## config.mk

```make
export PLATFORM = sky130hd
export DESIGN_NAME = pe_slice_sequencer
export DESIGN_NICKNAME = d
export VERILOG_FILES = /design/src/rtl/pe_slice_sequencer.sv
export SDC_FILE = /design/constraint.sdc
export NUM_CORES = 1
export LEC_CHECK = 0
export ABC_CLOCK_PERIOD_IN_PS = 4300
export BUFFER_PORTS_ARGS = -buffer_cell sky130_fd_sc_hd__buf_2
export CORE_MARGIN = 1.5
export CORE_UTILIZATION = 35
export CTS_BUF_LIST = sky130_fd_sc_hd__clkbuf_4
export DETAILED_ROUTE_END_ITERATION = 16
export PLACE_DENSITY = 0.61
export SYNTH_ARGS = -nofsm -noshare
export SYNTH_HDL_FRONTEND = slang
export SYNTH_SLANG_ARGS = --single-unit
```

## constraint.sdc

```tcl
create_clock -name clk -period 4.3 [get_ports clk]
set_clock_uncertainty 0.15 [all_clocks]
set_input_delay 0.215 -clock clk [delete_from_list [all_inputs] [get_ports clk]]
set_output_delay 0.215 -clock clk [all_outputs]
set_load 0.01 [all_outputs]
```

## src/rtl/pe_slice_sequencer.sv

```systemverilog
// Multi-precision slice sequencer for one PE adder tree: issues every (weight, activation)
// slice pair, accumulates the returned partial sums with their slice shifts, and hands off one result.
module pe_slice_sequencer #(
  parameter int unsigned SUM_W   = 10,
  parameter int unsigned ACC_W   = 32,
  parameter int unsigned SLICE_W = 2,
  parameter int unsigned IDX_W   = 2
) (
  input  logic             clk,
  input  logic             rst,
  input  logic             start,
  input  logic [IDX_W-1:0] w_prec,
  input  logic [IDX_W-1:0] a_prec,
  output logic             busy,
  output logic             issue_vld,
  input  logic             issue_rdy,
  output logic [IDX_W-1:0] w_idx,
  output logic [IDX_W-1:0] a_idx,
  output logic             w_msb,
  output logic             a_msb,
  input  logic             sum_vld,
  input  logic [SUM_W-1:0] pe_sum,
  output logic             res_vld,
  input  logic             res_rdy,
  output logic [ACC_W-1:0] result,
  output logic             err_stray
);

  // Enough to count every pair of the widest pass.
  localparam int unsigned CNT_W = 2 * IDX_W + 1;

  typedef enum logic [1:0] {StIdle, StIssue, StDrain, StDone} state_e;

  state_e           state_q, state_d;
  logic [IDX_W-1:0] w_prec_q, w_prec_d, a_prec_q, a_prec_d;
  logic [IDX_W-1:0] w_idx_q, w_idx_d, a_idx_q, a_idx_d;
  logic [IDX_W-1:0] ret_w_q, ret_w_d, ret_a_q, ret_a_d;
  logic [CNT_W-1:0] out_cnt_q, out_cnt_d;
  logic [ACC_W-1:0] acc_q, acc_d, result_q, result_d;
  logic             err_stray_q, err_stray_d;

  logic             fire, last_issue, active, sum_take;
  logic [IDX_W:0]   ret_sum;
  int unsigned      shamt;
  logic [ACC_W-1:0] sum_ext;

  assign issue_vld  = (state_q == StIssue);
  assign fire       = issue_vld & issue_rdy;
  assign last_issue = (w_idx_q == w_prec_q) && (a_idx_q == a_prec_q);
  assign active     = (state_q == StIssue) || (state_q == StDrain);
  // A sum returned alongside its own issue transfer is legitimate.
  assign sum_take   = sum_vld && active && ((out_cnt_q != '0) || fire);

  assign ret_sum = {1'b0, ret_w_q} + {1'b0, ret_a_q};
  assign shamt   = SLICE_W * 32'(ret_sum);
  assign sum_ext = {{(ACC_W - SUM_W){pe_sum[SUM_W-1]}}, pe_sum};

  always_comb begin
    state_d     = state_q;
    w_prec_d    = w_prec_q;
    a_prec_d    = a_prec_q;
    w_idx_d     = w_idx_q;
    a_idx_d     = a_idx_q;
    ret_w_d     = ret_w_q;
    ret_a_d     = ret_a_q;
    out_cnt_d   = out_cnt_q + CNT_W'(fire) - CNT_W'(sum_take);
    acc_d       = acc_q;
    result_d    = result_q;
    err_stray_d = sum_vld && !sum_take;

    if (sum_take) begin
      acc_d = acc_q + (sum_ext << shamt);
      if (ret_a_q == a_prec_q) begin
        ret_a_d = '0;
        ret_w_d = ret_w_q + 1'b1;
      end else begin
        ret_a_d = ret_a_q + 1'b1;
      end
    end

    if (fire && !last_issue) begin
      if (a_idx_q == a_prec_q) begin
        a_idx_d = '0;
        w_idx_d = w_idx_q + 1'b1;
      end else begin
        a_idx_d = a_idx_q + 1'b1;
      end
    end

    unique case (state_q)
      StIdle: begin
        if (start) begin
          state_d   = StIssue;
          w_prec_d  = w_prec;
          a_prec_d  = a_prec;
          w_idx_d   = '0;
          a_idx_d   = '0;
          ret_w_d   = '0;
          ret_a_d   = '0;
          out_cnt_d = '0;
          acc_d     = '0;
        end
      end
      StIssue: begin
        if (fire && last_issue) state_d = StDrain;
      end
      StDrain: begin
        // out_cnt_q is zero only once the final sum has already landed in acc_q.
        if (out_cnt_q == '0) begin
          state_d  = StDone;
          result_d = acc_q;
        end
      end
      StDone: begin
        if (res_rdy) state_d = StIdle;
      end
      default: state_d = StIdle;
    endcase
  end

  always_ff @(posedge clk) begin
    if (rst) begin
      state_q     <= StIdle;
      w_prec_q    <= '0;
      a_prec_q    <= '0;
      w_idx_q     <= '0;
      a_idx_q     <= '0;
      ret_w_q     <= '0;
      ret_a_q     <= '0;
      out_cnt_q   <= '0;
      acc_q       <= '0;
      result_q    <= '0;
      err_stray_q <= 1'b0;
    end else begin
      state_q     <= state_d;
      w_prec_q    <= w_prec_d;
      a_prec_q    <= a_prec_d;
      w_idx_q     <= w_idx_d;
      a_idx_q     <= a_idx_d;
      ret_w_q     <= ret_w_d;
      ret_a_q     <= ret_a_d;
      out_cnt_q   <= out_cnt_d;
      acc_q       <= acc_d;
      result_q    <= result_d;
      err_stray_q <= err_stray_d;
    end
  end

  assign busy      = (state_q != StIdle);
  assign res_vld   = (state_q == StDone);
  assign w_idx     = w_idx_q;
  assign a_idx     = a_idx_q;
  assign w_msb     = (w_idx_q == w_prec_q);
  assign a_msb     = (a_idx_q == a_prec_q);
  assign result    = result_q;
  assign err_stray = err_stray_q;

endmodule

```

Word level (Yosys, flattened, before mapping) --
Index checks and enable logic that the tools add are counted. W data, S select, Z words.
Operators by class: bitwise logic cells 1, add/sub/neg operators 8, multiplexer cells 26, equal/unequal tests 10, reductions and logical operators 17, shift-type cells 1
Operator list (number):
- $mux W32 | 3
- $mux W2 | 20
- $add A32 B32 Y32 | 1
- $shl A32 B4 Y32 | 1
- $mux W5 | 2
- $add A2 B1 Y2 const B | 4
- $pmux W2 S4 | 1
- $eq A2 B2 Y1 | 3
- $logic_and A1 B1 Y1 | 6
- $ne A2 B1 Y1 const B | 3
- $add A5 B1 Y5 | 1
- $logic_not A5 Y1 | 1
- $reduce_bool A5 Y1 | 1
- $sub A5 B1 Y5 | 1
- $eq A2 B2 Y1 const B | 2
- $reduce_and A2 Y1 | 2
- $reduce_and A4 Y1 | 1
- $add A2 B2 Y3 | 1
- $eq A2 B1 Y1 const B | 1
- $logic_not A1 Y1 | 2
- $logic_not A2 Y1 | 1
- $logic_or A1 B1 Y1 | 2
- $ne A2 B2 Y1 const B | 1
- $reduce_bool A2 Y1 | 1
- $and A1 B1 Y1 | 1
Storage, ports and cells: bits of input ports 20, word-level logic and storage cells 74, output and inout port bits 42, register bits 84

Logic depth before layout (Yosys ltp) --
depth after elaboration 7, gate-level depth with buffers 20, depth with buffers taken out 18

Worst setup path after synthesis --
Ideal clock, no wire load.
kind flip-flop to flip-flop, start point register ret_a_q[0], end point register acc_q[31], stages on the path, launching flop included 19, data required time 4080 ps, arrival time 3802 ps, path buffers 3, path slack 277 ps, clock period less this slack 4023 ps, setup time 70 ps, path through dfxtp_1 ha_1 inv_1 fa_1 clkbuf_1 clkbuf_1 nand2_1 o21ai_0 o21ai_0 ha_1 buf_4 and4_1 and3_2 a22oi_1 o311ai_2 a311oi_1 xor2_1 or3_1 a21oi_1
Between the ends: longest elaborated chain between the ends 6
RTL lines:
- from (decl) | line 37 | logic [IDX_W-1:0] ret_w_q, ret_w_d, ret_a_q, ret_a_d;
- from (signal assigned) | line 141 | ret_a_q <= ret_a_d;
- $add A2 B2 Y3 (*) | line 54 | assign ret_sum = {1'b0, ret_w_q} + {1'b0, ret_a_q};
- $shl A32 B4 Y32 (*) | line 72 | acc_d = acc_q + (sum_ext << shamt);
- $add A32 B32 Y32 (*) | line 72
- $mux W32 (*) | line 71 | if (sum_take) begin
- $mux W32 | line 92 | if (start) begin
- $mux W32 (*) | line 90 | unique case (state_q)
- to (signal assigned) | line 131 | acc_q <= '0;
- to (signal assigned) | line 143 | acc_q <= acc_d;
- to (decl) | line 39 | logic [ACC_W-1:0] acc_q, acc_d, result_q, result_d;
Every way passes the cells marked *; elsewhere a longest branch is shown, timed or not. A chain may end at the register's enable or synchronous reset.

Worst setup path after layout --
start point register ret_w_q[0], end point register acc_q[19]
Between the ends: longest elaborated chain between the ends 6
RTL lines:
- from (decl) | line 37
- from (signal assigned) | line 140 | ret_w_q <= ret_w_d;
- $add A2 B2 Y3 (*) | line 54
- $shl A32 B4 Y32 (*) | line 72
- $add A32 B32 Y32 (*) | line 72
- $mux W32 (*) | line 71
- $mux W32 | line 92
- $mux W32 (*) | line 90
Marks and branches as above.

==> impl_metrics.ini <==
[drt]
drt_iter0_markers = 315
viasPerCell = 5.201
drc = 0
vias = 4998
drt-total-wl_mm = 13.90
first_pass_iters = 4
ant_nets = 0
wl_per_cell_um = 14.47

[placement]
place_hpwl_mm = 10.04
place.gp.congestion = 0.9279
io_buffers = 61
place_inst = 931

[global_routing]
grt_usage_pct = 17.44
antenna_found_initial = 1
grt_max_degree = 42
grt_pass1_wl_mm = 22.28
grt_remaining_overflow = 0
grt_pass1_vias = 4585

[flow_run]
maxCapViolCount = 0

[die]
die-area_um2 = 15980
row_count = 44
initial_utilization_pct = 36.27
die_w_um = 126.4
core_area_um2 = 14700
fp.dieH_um = 126.4
num_io_pins = 62

[setup_path]
cp.buffers_inverters = 2
r2r_slack_ps = 210
crit_path_max_incr_delay_ps = 650
crit_type = reg -> reg
critPathMostFrequentCell = nor2_1
critPathArrivalTime_ps = 4300
r2r_cells = 17
path_cells = ha_1, inv_1, fa_2, buf_4, nor2_1, a22oi_2, nor2_1, ha_1, a21oi_2, nand2_1, nor2_2, o21ai_1, a31oi_1, nor2_1, a311oi_1, xor2_1, o21ai_1
crit_path_start_kind = flip-flop
cp_top_family = compound AO/OA/AOI/OAI gates
slowest_stage = fa_2
required_ps = 4510
crit_fanout = 10
cp-end-kind = flip-flop
crit_cells = 17

[synthesis]
ys_seq_area_share_pct = 31.54
ys_async_sr_fraction_pct = 0
yosys_register_bits = 84
avgSynthCellArea_um2 = 7.520
syn_inst = 709
synthDistinctLibCells = 51
synth_nets = 775
netlist_area_um2 = 5331
synth_ff_type = dfxtp_1
synth_edf_count = 0
ys_warn_count = 0

[clocking]
clkSinkCount = 84
cts_max_path_buffers = 2
cts_tree = done
worstSkewPairLatency_ps = 450
cts.clk_slew.worst_paths_ps = 130
clockRootBuffer = clkbuf_4
numCtsBuffers = 9
cts_max_level = 3

[timing]
drv_slew = 0
fin_crit_sh_pct = 95.13
timing.final.crit_period_ps = 4091
hold_violations = 0
tightest_slew_ps = 857.2
max_slew_margin_pct = 42.85
setup_viol = 0
holdWs_ps = 45.12
max_freq_mhz = 244.5

[cells_and_area]
nNetsFinal = 838
fin_cells = 961
drive_gt1_share_pct = 15.72
synthToLayoutAreaGrowth_pct = 15.82

[min_path]
whs_path_depth = 4
min_path_type = in -> reg

[run_status]
status = finished, final reports clean

[power_and_ir_drop]
power.density_nw_per_um2 = 407.7
ir_worst_vdd_uv = 172.2
p_leak_uw = 0.002647
[sequential cells by signal, summed over array words and instances, names as in the netlist]
| register | count |
|---|---|
| out_cnt_q | 5 |
| a_idx | 2 |
| w_prec_q | 2 |
| result | 32 |
| state_q | 2 |
| ret_w_q | 2 |
| acc_q | 32 |
| w_idx | 2 |
| a_prec_q | 2 |
| err_stray | 1 |
| ret_a_q | 2 |
[synthesized netlist by cell type (3+ instances only)]
| cell | number | area share [%] |
|---|---|---|
| a211oi_1 | 4 | 0.56 |
| a21o_1 | 17 | 2.4 |
| a21oi_1 | 103 | 9.7 |
| a22oi_1 | 3 | 0.42 |
| a31oi_1 | 4 | 0.47 |
| and2_1 | 6 | 0.70 |
| and3_1 | 5 | 0.59 |
| buf_1 | 4 | 0.28 |
| buf_2 | 4 | 0.38 |
| clkbuf_1 | 28 | 2.0 |
| dfxtp_1 | 84 | 32 |
| fa_1 | 3 | 1.1 |
| ha_1 | 43 | 10 |
| inv_1 | 22 | 1.5 |
| mux2_2 | 7 | 1.5 |
| mux2i_1 | 11 | 2.1 |
| nand2_1 | 148 | 10 |
| nand2b_1 | 4 | 0.47 |
| nand3_1 | 24 | 2.3 |
| nand4_1 | 4 | 0.47 |
| nor2_1 | 49 | 3.4 |
| nor2b_1 | 8 | 0.94 |
| nor3_1 | 12 | 1.1 |
| o21a_1 | 4 | 0.56 |
| o21ai_0 | 30 | 2.8 |
| o21ai_1 | 7 | 0.66 |
| o22ai_1 | 3 | 0.35 |
| xnor2_1 | 20 | 3.3 |
| xor2_1 | 21 | 3.4 |
[cell type report]
| type | instances | area (um^2) |
|---|---|---|
| Fill cell | 1503 | 8524 |
| Multi-Input combinational cell | 564 | 3475 |
| Sequential cell | 84 | 1683 |
| Timing Repair Buffer | 90 | 545.5 |
| Tap cell | 184 | 230.2 |
| Inverter | 23 | 86.33 |
| Clock inverter | 5 | 77.57 |
| Clock buffer | 10 | 75.07 |
| Antenna cell | 1 | 2.502 |
[metrics by stage]
step	cell area [um^2]	total power (uW)	setup TNS [ps]	setup WS, ps	util [%]
after detailed placement	5821	1980	0	48.43	39.60
after floorplan	5331	1710	0	277.4	-
after CTS	6063	2515	0	35.19	41.25
after global placement	5821	1976	0	149.7	39.60
after global routing	6175	2714	-44.38	-22.59	42.01
final	6175	2517	0	209.4	42.01
[metal layers]
layer	routed length (um)	up-vias	track usage, %	share of wire (%)
li1	-	2578	-	-
met1	6726	2308	22.47	48
met2	6403	97	29.35	46
met3	517	15	3.079	3.7
met4	254	0	6.220	1.8
met5	0	-	0	0
[worst paths after layout]
| path | from | end |
|---|---|---|
| worst max-delay path | ret_w_q[0] | acc_q[19] |
| worst min-delay path | issue_rdy | err_stray |
| worst max register to register | ret_w_q[0] | acc_q[19] |
| worst min register to register | result[3] | result[3] |
[worst min-delay path, stage by stage]
cell     delay [ps]
buf_2            90
nand2_1         140
nand2_1         110
a21oi_1          60
[kinds of logic (layout without fill, tap and decap cells)]
group	Yosys count	count (layout)	synth area share [%]
xor gates and xnor gates	41	41	6.736
adders and majority gates	46	46	11.22
AOI/OAI and AO/OA	191	191	20.72
buffers and inverters	61	128	4.600
and+or+nand+nor	268	268	21.64
DFF	84	84	31.54
muxes	18	18	3.544
other	0	1	0
[layout by cell type (no fill, tap or decap), types with 7 or more instances in the layout]
| master | n |
|---|---|
| ha_1 | 42 |
| buf_4 | 20 |
| nor2b_1 | 8 |
| nor3_1 | 12 |
| inv_1 | 21 |
| buf_2 | 61 |
| dlygate4sd3_1 | 9 |
| a21o_1 | 17 |
| mux2_2 | 7 |
| mux2i_1 | 11 |
| o21ai_1 | 7 |
| nor2_1 | 48 |
| xnor2_1 | 20 |
| clkbuf_4 | 10 |
| nand2_1 | 148 |
| nand3_1 | 24 |
| o21ai_0 | 29 |
| xor2_1 | 21 |
| a21oi_1 | 100 |
| dfxtp_1 | 83 |
[where the power goes]
group / internal, uW / switching (uW) / leakage [uW]
clock network: 237 / 278 / 0.0000822
logic: 422 / 669 / 0.00188
registers: 851 / 59.3 / 0.000679
[timing repair]
| action | 4_1_cts | 5_1_grt |
|---|---|---|
| setup buffers | 0 | 5 |
| gates resized for setup | 0 | 17 |
| endpoints found under the hold margin | 5 | 0 |
| hold buffers | 9 | 0 |
| endpoints found under the setup margin | 0 | 15 |
Power figures use the tool's default switching activity.
